===== src/rtl/mmcm_reset_sequencer.sv =====
// MMCM reset sequencer.
// Pulses the MMCM reset and waits for a synchronised lock, with a timeout and a
// bounded number of retries. Lock must then hold for a number of cycles before
// the downstream reset is released. Losing lock while running restarts the
// sequence. Every output comes straight from a register. Clock-to-q delays are
// not modelled, so the RTL contains no timing controls.
module mmcm_reset_sequencer #(
  parameter int unsigned RST_PULSE_CYCLES    = 16,
  parameter int unsigned LOCK_TIMEOUT_CYCLES = 10000,
  parameter int unsigned LOCK_STABLE_CYCLES  = 256,
  parameter int unsigned RETRY_MAX           = 4
) (
  input  logic       clk_in,
  input  logic       reset_n,
  input  logic       mmcm_locked,
  input  logic       force_reset,
  output logic       mmcm_reset,
  output logic       sys_rst_n,
  output logic       ready,
  output logic       fail,
  output logic       lock_lost,
  output logic [7:0] retry_count,
  output logic [7:0] lost_count
);

  // One counter is shared by the pulse, timeout and stable phases because
  // only one of them is ever active. It is sized for the longest phase.
  localparam int unsigned MaxAB  = (RST_PULSE_CYCLES > LOCK_TIMEOUT_CYCLES) ?
                                   RST_PULSE_CYCLES : LOCK_TIMEOUT_CYCLES;
  localparam int unsigned MaxCnt = (MaxAB > LOCK_STABLE_CYCLES) ? MaxAB : LOCK_STABLE_CYCLES;
  localparam int unsigned CntW   = $clog2(MaxCnt + 1);

  localparam logic [CntW-1:0] PulseLast   = CntW'(RST_PULSE_CYCLES - 1);
  localparam logic [CntW-1:0] TimeoutLast = CntW'(LOCK_TIMEOUT_CYCLES - 1);
  localparam logic [CntW-1:0] StableLast  = CntW'(LOCK_STABLE_CYCLES - 1);
  localparam logic [7:0]      RetryLimit  = 8'(RETRY_MAX);

  typedef enum logic [2:0] {
    RESET_PULSE = 3'd0,
    WAIT_LOCK   = 3'd1,
    STABLE      = 3'd2,
    RUN         = 3'd3,
    FAIL        = 3'd4
  } state_e;

  state_e          state_q, state_d;
  logic [CntW-1:0] cnt_q, cnt_d;
  logic [7:0]      retry_q, retry_d;
  logic [7:0]      lost_q, lost_d;
  logic            lockLost_q, lockLost_d;
  logic            mmcmReset_q;
  logic            run_q;
  logic            fail_q;
  logic            lockedMeta_q;
  logic            lockedSync_q;

  // Bring the asynchronous LOCKED signal into the clk_in domain with two flops.
  always_ff @(posedge clk_in) begin
    if (!reset_n) begin
      lockedMeta_q <= 1'b0;
      lockedSync_q <= 1'b0;
    end else begin
      lockedMeta_q <= mmcm_locked;
      lockedSync_q <= lockedMeta_q;
    end
  end

  // Next-state logic. A software restart overrides the sequence from any state.
  always_comb begin
    state_d    = state_q;
    cnt_d      = cnt_q;
    retry_d    = retry_q;
    lost_d     = lost_q;
    lockLost_d = 1'b0;
    if (force_reset) begin
      state_d = RESET_PULSE;
      cnt_d   = '0;
      retry_d = '0;
    end else begin
      case (state_q)
        RESET_PULSE: begin
          if (cnt_q == PulseLast) begin
            state_d = WAIT_LOCK;
            cnt_d   = '0;
          end else begin
            cnt_d = cnt_q + CntW'(1);
          end
        end
        WAIT_LOCK: begin
          if (lockedSync_q) begin
            state_d = STABLE;
            cnt_d   = '0;
          end else if (cnt_q == TimeoutLast) begin
            cnt_d = '0;
            if (retry_q != 8'hFF) begin
              retry_d = retry_q + 8'd1;
            end
            if ((RETRY_MAX != 0) && (retry_d == RetryLimit)) begin
              state_d = FAIL;
            end else begin
              state_d = RESET_PULSE;
            end
          end else begin
            cnt_d = cnt_q + CntW'(1);
          end
        end
        STABLE: begin
          if (!lockedSync_q) begin
            state_d = WAIT_LOCK;
            cnt_d   = '0;
          end else if (cnt_q == StableLast) begin
            state_d = RUN;
            cnt_d   = '0;
          end else begin
            cnt_d = cnt_q + CntW'(1);
          end
        end
        RUN: begin
          if (!lockedSync_q) begin
            state_d    = RESET_PULSE;
            cnt_d      = '0;
            retry_d    = '0;
            lockLost_d = 1'b1;
            if (lost_q != 8'hFF) begin
              lost_d = lost_q + 8'd1;
            end
          end
        end
        FAIL: begin
          state_d = FAIL;
        end
        default: begin
          state_d = RESET_PULSE;
          cnt_d   = '0;
        end
      endcase
    end
  end

  // State, counters and registered outputs, all decoded from the next state.
  always_ff @(posedge clk_in) begin
    if (!reset_n) begin
      state_q     <= RESET_PULSE;
      cnt_q       <= '0;
      retry_q     <= '0;
      lost_q      <= '0;
      lockLost_q  <= 1'b0;
      mmcmReset_q <= 1'b1;
      run_q       <= 1'b0;
      fail_q      <= 1'b0;
    end else begin
      state_q     <= state_d;
      cnt_q       <= cnt_d;
      retry_q     <= retry_d;
      lost_q      <= lost_d;
      lockLost_q  <= lockLost_d;
      mmcmReset_q <= (state_d == RESET_PULSE) || (state_d == FAIL);
      run_q       <= (state_d == RUN);
      fail_q      <= (state_d == FAIL);
    end
  end

  assign mmcm_reset  = mmcmReset_q;
  assign sys_rst_n   = run_q;
  assign ready       = run_q;
  assign fail        = fail_q;
  assign lock_lost   = lockLost_q;
  assign retry_count = retry_q;
  assign lost_count  = lost_q;

endmodule


===== config.mk =====
export PLATFORM = sky130hd
export DESIGN_NAME = mmcm_reset_sequencer
export DESIGN_NICKNAME = d
export VERILOG_FILES = /design/src/rtl/mmcm_reset_sequencer.sv
export SDC_FILE = /design/constraint.sdc
export NUM_CORES = 1
export LEC_CHECK = 0
export BUFFER_PORTS_ARGS = -buffer_cell sky130_fd_sc_hd__buf_2
export CORE_MARGIN = 2
export CORE_UTILIZATION = 48
export CTS_BUF_LIST = sky130_fd_sc_hd__clkbuf_8
export CTS_CLUSTER_SIZE = 24
export DETAILED_ROUTE_END_ITERATION = 8
export GPL_TIMING_DRIVEN = 1
export PLACE_DENSITY = 0.74
export SLEW_MARGIN = 20
export SYNTH_ARGS = -nofsm -noshare
export SYNTH_HDL_FRONTEND = slang
export SYNTH_SLANG_ARGS = --single-unit

===== constraint.sdc =====
create_clock -name clk_in -period 4.55 [get_ports clk_in]
set_input_delay 0.455 -clock clk_in [delete_from_list [all_inputs] [get_ports clk_in]]
set_output_delay 0.455 -clock clk_in [all_outputs]
set_load 0.02 [all_outputs]

== Word level (Yosys, flattened, before mapping) ==
Index checks and enable logic that the tools add are counted.
Cells by class
  add/subtract/negate cells: 3
  equality and inequality tests: 15
  reduce and logical (&&, ||, !) cells: 9
  bitwise gates (word level): 5
  muxes and demuxes: 26
Operator list (number)
  $mux W14: 6
  $pmux W14 S5: 1
  $mux W8: 8
  $mux W3: 8
  $add A8 B1 Y8 const B: 2
  $ne A8 B8 Y1 const B: 2
  $pmux W8 S2: 1
  $pmux W3 S5: 1
  $add A14 B1 Y14 const B: 1
  $eq A14 B14 Y1 const B: 1
  $eq A14 B4 Y1 const B: 1
  $eq A14 B8 Y1 const B: 1
  $eq A3 B2 Y1 const B: 3
  $eq A8 B3 Y1 const B: 1
  $reduce_and A4 Y1: 2
  $eq A3 B3 Y1 const B: 2
  $logic_not A3 Y1: 2
  $ne A2 B2 Y1 const B: 3
  $not A1 Y1: 5
  $eq A3 B1 Y1 const B: 1
  $reduce_or A3 Y1: 1
  $reduce_and A2 Y1: 1
  $reduce_bool A2 Y1: 1
  $reduce_or A2 Y1: 1
  other kinds (2): 2
Storage, ports and cells
  word-level logic and storage cells: 68
  flip-flop bits (word level): 39
  input bits: 4
  output and inout port bits: 21

== Depth between registers and ports, before layout ==
  word-level depth: 14
  gate-level depth with buffers: 7

== Worst setup path after synthesis ==
No wires, ideal clock.
  path type: register to register
  start point: reg retry_q[0], in the netlist retry_count[0]
  end point: reg fail_q, in the netlist fail
  setup slack: 2478 ps
  clock period less this slack: 2072 ps
  data required time: 4492 ps
  cell stages (with the launch flop): 7
  setup time: 58 ps
  path buffers: 0
  arrival time: 2014 ps
  cell sequence: dfxtp_1 -> ha_1 -> nand3_1 -> or4b_2 -> o21ai_0 -> nor4b_2 -> o21a_1
Between the ends
  word-level cells in the longest chain between the ends: 13
RTL lines
  start: declaration: line 48  | logic [7:0] retry_q, retry_d;
  start signal: assignment: line 154  | retry_q <= retry_d;
  $add A8 B1 Y8 / $ne A8 B8 Y1 (equally long branches): line 96, 95
  $mux W8 (*): line 95  | if (retry_q != 8'hFF) begin
  $mux W8 (*): line 93  | end else if (cnt_q == TimeoutLast) begin
  $mux W8 (*): line 90  | if (lockedSync_q) begin
  $mux W8 (*): line 80  | case (state_q)
  $mux W8 (*): line 75  | if (force_reset) begin
  $eq A8 B3 Y1 (*): line 98  | if ((RETRY_MAX != 0) && (retry_d == RetryLimit)) begin
  $mux W3 (*): line 98
  $mux W3 (*): line 93
  $mux W3 (*): line 90
  $pmux W3 S5 (*): line 80
  $mux W3 (*): line 75
  $eq A3 B3 Y1 (*): line 159  | fail_q <= (state_d == FAIL);
  end signal: assignment: line 159
  end: declaration: line 53  | logic fail_q;
Every way passes the cells marked *; elsewhere a longest branch is shown, timed or not. The select of a mux whose other input is x is not followed.
A chain may end at the register's enable or synchronous reset.

== Worst setup path in the final report ==
  start point: reg retry_q[0], in the netlist retry_count[0]
  end point: reg state_q[2]
Between the ends
  word-level cells in the longest chain between the ends: 12
RTL lines
  $add A8 B1 Y8 / $ne A8 B8 Y1 (equally long branches): line 96, 95
  $mux W8 (*): line 95
  $mux W8 (*): line 93
  $mux W8 (*): line 90
  $mux W8 (*): line 80
  $mux W8 (*): line 75
  $eq A8 B3 Y1 (*): line 98
  $mux W3 (*): line 98
  $mux W3 (*): line 93
  $mux W3 (*): line 90
  $pmux W3 S5 (*): line 80
  $mux W3 (*): line 75
  end signal: assignment: line 152  | state_q <= state_d;
  end: declaration: line 46  | state_e state_q, state_d;
Marked as above.

==> flow_summary_export.csv <==
group,metric,value,unit
run_status,outcome,"finished clean",
placed_design,io_buffers,24,
routing,drc,0,
synth,synth-edff-count,0,
finish,drive_gt1_share,20.6,%
pwr,combPwrFrac,1.9,%
setup_path,start_kind,"flip-flop",
clock_tree,cts_resized,0,
clock_tree,cts_root_buffer,"clkbuf_8",
routing,drtIter0Drc,46,
global_routing,antenna_found_initial,0,
sta,report.final.slew_viol_count,0,
pwr,max-vdd-ir-drop,0.184,mV
clock_tree,post-cts-setup-buffers,0,
global_routing,grt_max_degree,17,
placed_design,place_worst_setup_slack,2.37,ns
synth,yosysWarnings,0,
global_routing,grt_pass1_wl,6.67,mm
floorplanning,core,4030,µm²
routing,wire_per_inst,13.2,µm
sta,whs,0.357,ns
finish,areaGrowthSynthToFinish,10.7,%
setup_path,r2r_end,"state_q[2]",
placed_design,routabilityCongestion,0.760,
setup_path,reg2reg_from,"retry_count[0]",
synth,synth_area_per_cell,8.99,µm²
pwr,seq_power_share,56.7,%
pwr,p_total,607,µW
sta,slew_headroom,46.9,%
routing,via_count,1719,
synth,synth_cell_type_count,54,
finish,multi_input_area,1180,µm²
finish,antennaDiodeCount,0,
floorplanning,dieArea,4770,µm²
synth,synth_area_leaders,"dfxtp_1 (38%), xnor2_1 (4.7%), xor2_1 (4.3%)",
global_routing,grt_pass1_vias,1520,
synth,ys_ff_latch,39,
setup_path,cp_max_fo,8,
pwr,powerDensity,270,nW/µm²
synth,ys.flop_type,"dfxtp_1",
synth,syn_inst,226,
clock_tree,holdBufCountCts,0,
pwr,swShare,22.5,%
synth,synth_top_cells_by_count,"dfxtp_1 (39), nor2_1 (17), a21oi_1 (16), nand2_1 (16)",
setup_path,cp.required,4.80,ns
global_routing,grt.total_usage,17.1,%
clock_tree,insertion_delay,0.30,ns
pwr,internal_power,471,µW
min_path,worstHoldPathType,"in -> reg",
sta,finalSetupTns,0,ns
job,max_cap_viol_count,0,
clock_tree,htreeDepth,2,
min_path,whs_endpoint,"lockedMeta_q",
clock_tree,clockBufferDepth,2,
clock_tree,cts_buffers,5,
synth,yosysMostFrequentCell,"dfxtp_1",
sta,worst_pin_slew,0.788,ns
routing,wirelength,3.93,mm
floorplanning,ios,25,
synth,yosysTopAreaCell,"dfxtp_1",
routing,dr.pass1.iters,4,
pwr,switching_power,136,µW
min_path,min_from,"mmcm_locked",
setup_path,rrSetupSlack,2.31,ns
synth,syn-num-nets,233,
finish,nNetsFinal,253,
sta,fin_ws,2.31,ns
clock_tree,clock_sinks,39,
routing,vias_per_cell,5.79,
setup_path,ff2ff_path_depth,6,
pwr,leakagePower,0.858,nW
placed_design,dpl.hpwl,2.70,mm
sta,rsz0062_at_grt,"false",
synth,synth-async-reset-ratio,0,%
floorplanning,start_util,50.4,%
routing,ant_nets,0,
sta,fin_crit,2.24,ns
sta,finalSetupViolations,0,
finish,fillers,380,
global_routing,grt-ovfl-total,0,
pwr,p_clk_share,41.4,%
clock_tree,cts_tree,"done",
min_path,worstHoldPathCells,2,
sta,finClkSkew,0.0109,ns
sta,fin_crit_sh,49.2,%
setup_path,critPathCaptureType,"flip-flop",
floorplanning,rows,23,
clock_tree,path_clk_slew,0.08,ns
synth,synth_top_area_share,38.4,%
setup_path,critPathArrivalTime,2.49,ns
synth,synth.cell_area,2030,µm²
synth,yosysSeqAreaShare,38.4,%
setup_path,crit_type,"reg -> reg",
sta,hold_viol,0,
floorplanning,die_x,69.0,µm
sta,fmax,447,MHz
finish,seqCellArea,781,µm²
floorplanning,die_h,69.0,µm
critical path: stages (launching register included):
cell and delay, ns:
dfxtp_1 0.46, ha_1 0.35, nand3_1 0.15, or4b_2 0.67
o21ai_0 0.08, nor4b_2 0.31, o21a_1 0.16
power groups by stage:
stage | combinational [mW] | sequential, mW | clock [mW]
floorplan | 0.00917 | 0.352 | 0
global placement | 0.0117 | 0.352 | 0
detailed placement | 0.0118 | 0.352 | 0
CTS | 0.0119 | 0.344 | 0.257
global route | 0.0134 | 0.345 | 0.271
finish | 0.0116 | 0.344 | 0.251
cell usage in the layout (no fill, tap or decap), types with 2 or more instances in the layout:
master / count
a31oi_1: 2
nand4_1: 10
a211oi_1: 2
clkbuf_8: 6
nor3_1: 6
o31a_2: 2
o21ai_0: 7
nor3b_1: 2
nor4b_1: 3
or4_4: 2
nand3_1: 11
nand2_1: 16
and2_1: 9
nor2b_1: 5
or2_2: 3
buf_2: 24
dfxtp_1: 39
o21a_1: 2
and4_1: 3
a21oi_1: 16
or4_1: 2
and3_1: 5
xor2_1: 10
ha_1: 3
xnor2_1: 11
nor2_1: 17
inv_1: 2
per-stage QoR:
stage,cell area [µm²],util (%),std cells
global route,2250,55.8,297
global placement,2150,53.3,289
floorplan,2030,-,226
detailed placement,2150,53.3,289
finish,2250,55.8,297
CTS,2250,55.8,297
per-layer routing:
metal  part of all wire [%]  up-vias  wire (µm)  global-route usage (%)
met3                    3.6        9        143                    4.97
li1                       -      866          -                       -
met2                     46       29       1810                    27.2
met1                     48      815       1890                    21.2
met5                      0        -          0                       0
met4                    2.3        0         89                    7.84
registers in the layout (all words and copies together) (netlist names), 3 cells and up:
signal / cells
state_q: 3
lost_count: 8
cnt_q: 14
retry_count: 8
cells by family after synthesis:
logic type | synth area share (%)
compound gates | 14.7
mux | 0.493
fa+ha+maj | 1.85
flops | 38.4
xor+xnor | 9.06
simple gates | 31.9
buf+inv | 3.57
final cells by class:
type	instances	share of cell area, %
clock buffers	6	3.67
clock inverters	2	0.724
inverters	2	0.334
multi-input cells	174	52.4
flip-flops and latches	39	34.7
well taps	50	2.78
repair buffers	24	5.35
worst max-delay path by stage:
stage                   start    endpoint  slack, ns  depth (start not counted)
6_report       retry_count[0]  state_q[2]       2.31                          6
5_1_grt        retry_count[0]  state_q[2]       2.16                          6
4_1_cts        retry_count[0]  state_q[2]       2.33                          6
3_5_place_dp         cnt_q[8]   cnt_q[10]       2.37                          5
3_3_place_gp   retry_count[0]        fail       2.41                          6
2_1_floorplan  retry_count[0]        fail       2.48                          6
No activity file was read; power rests on OpenSTA's default activity.
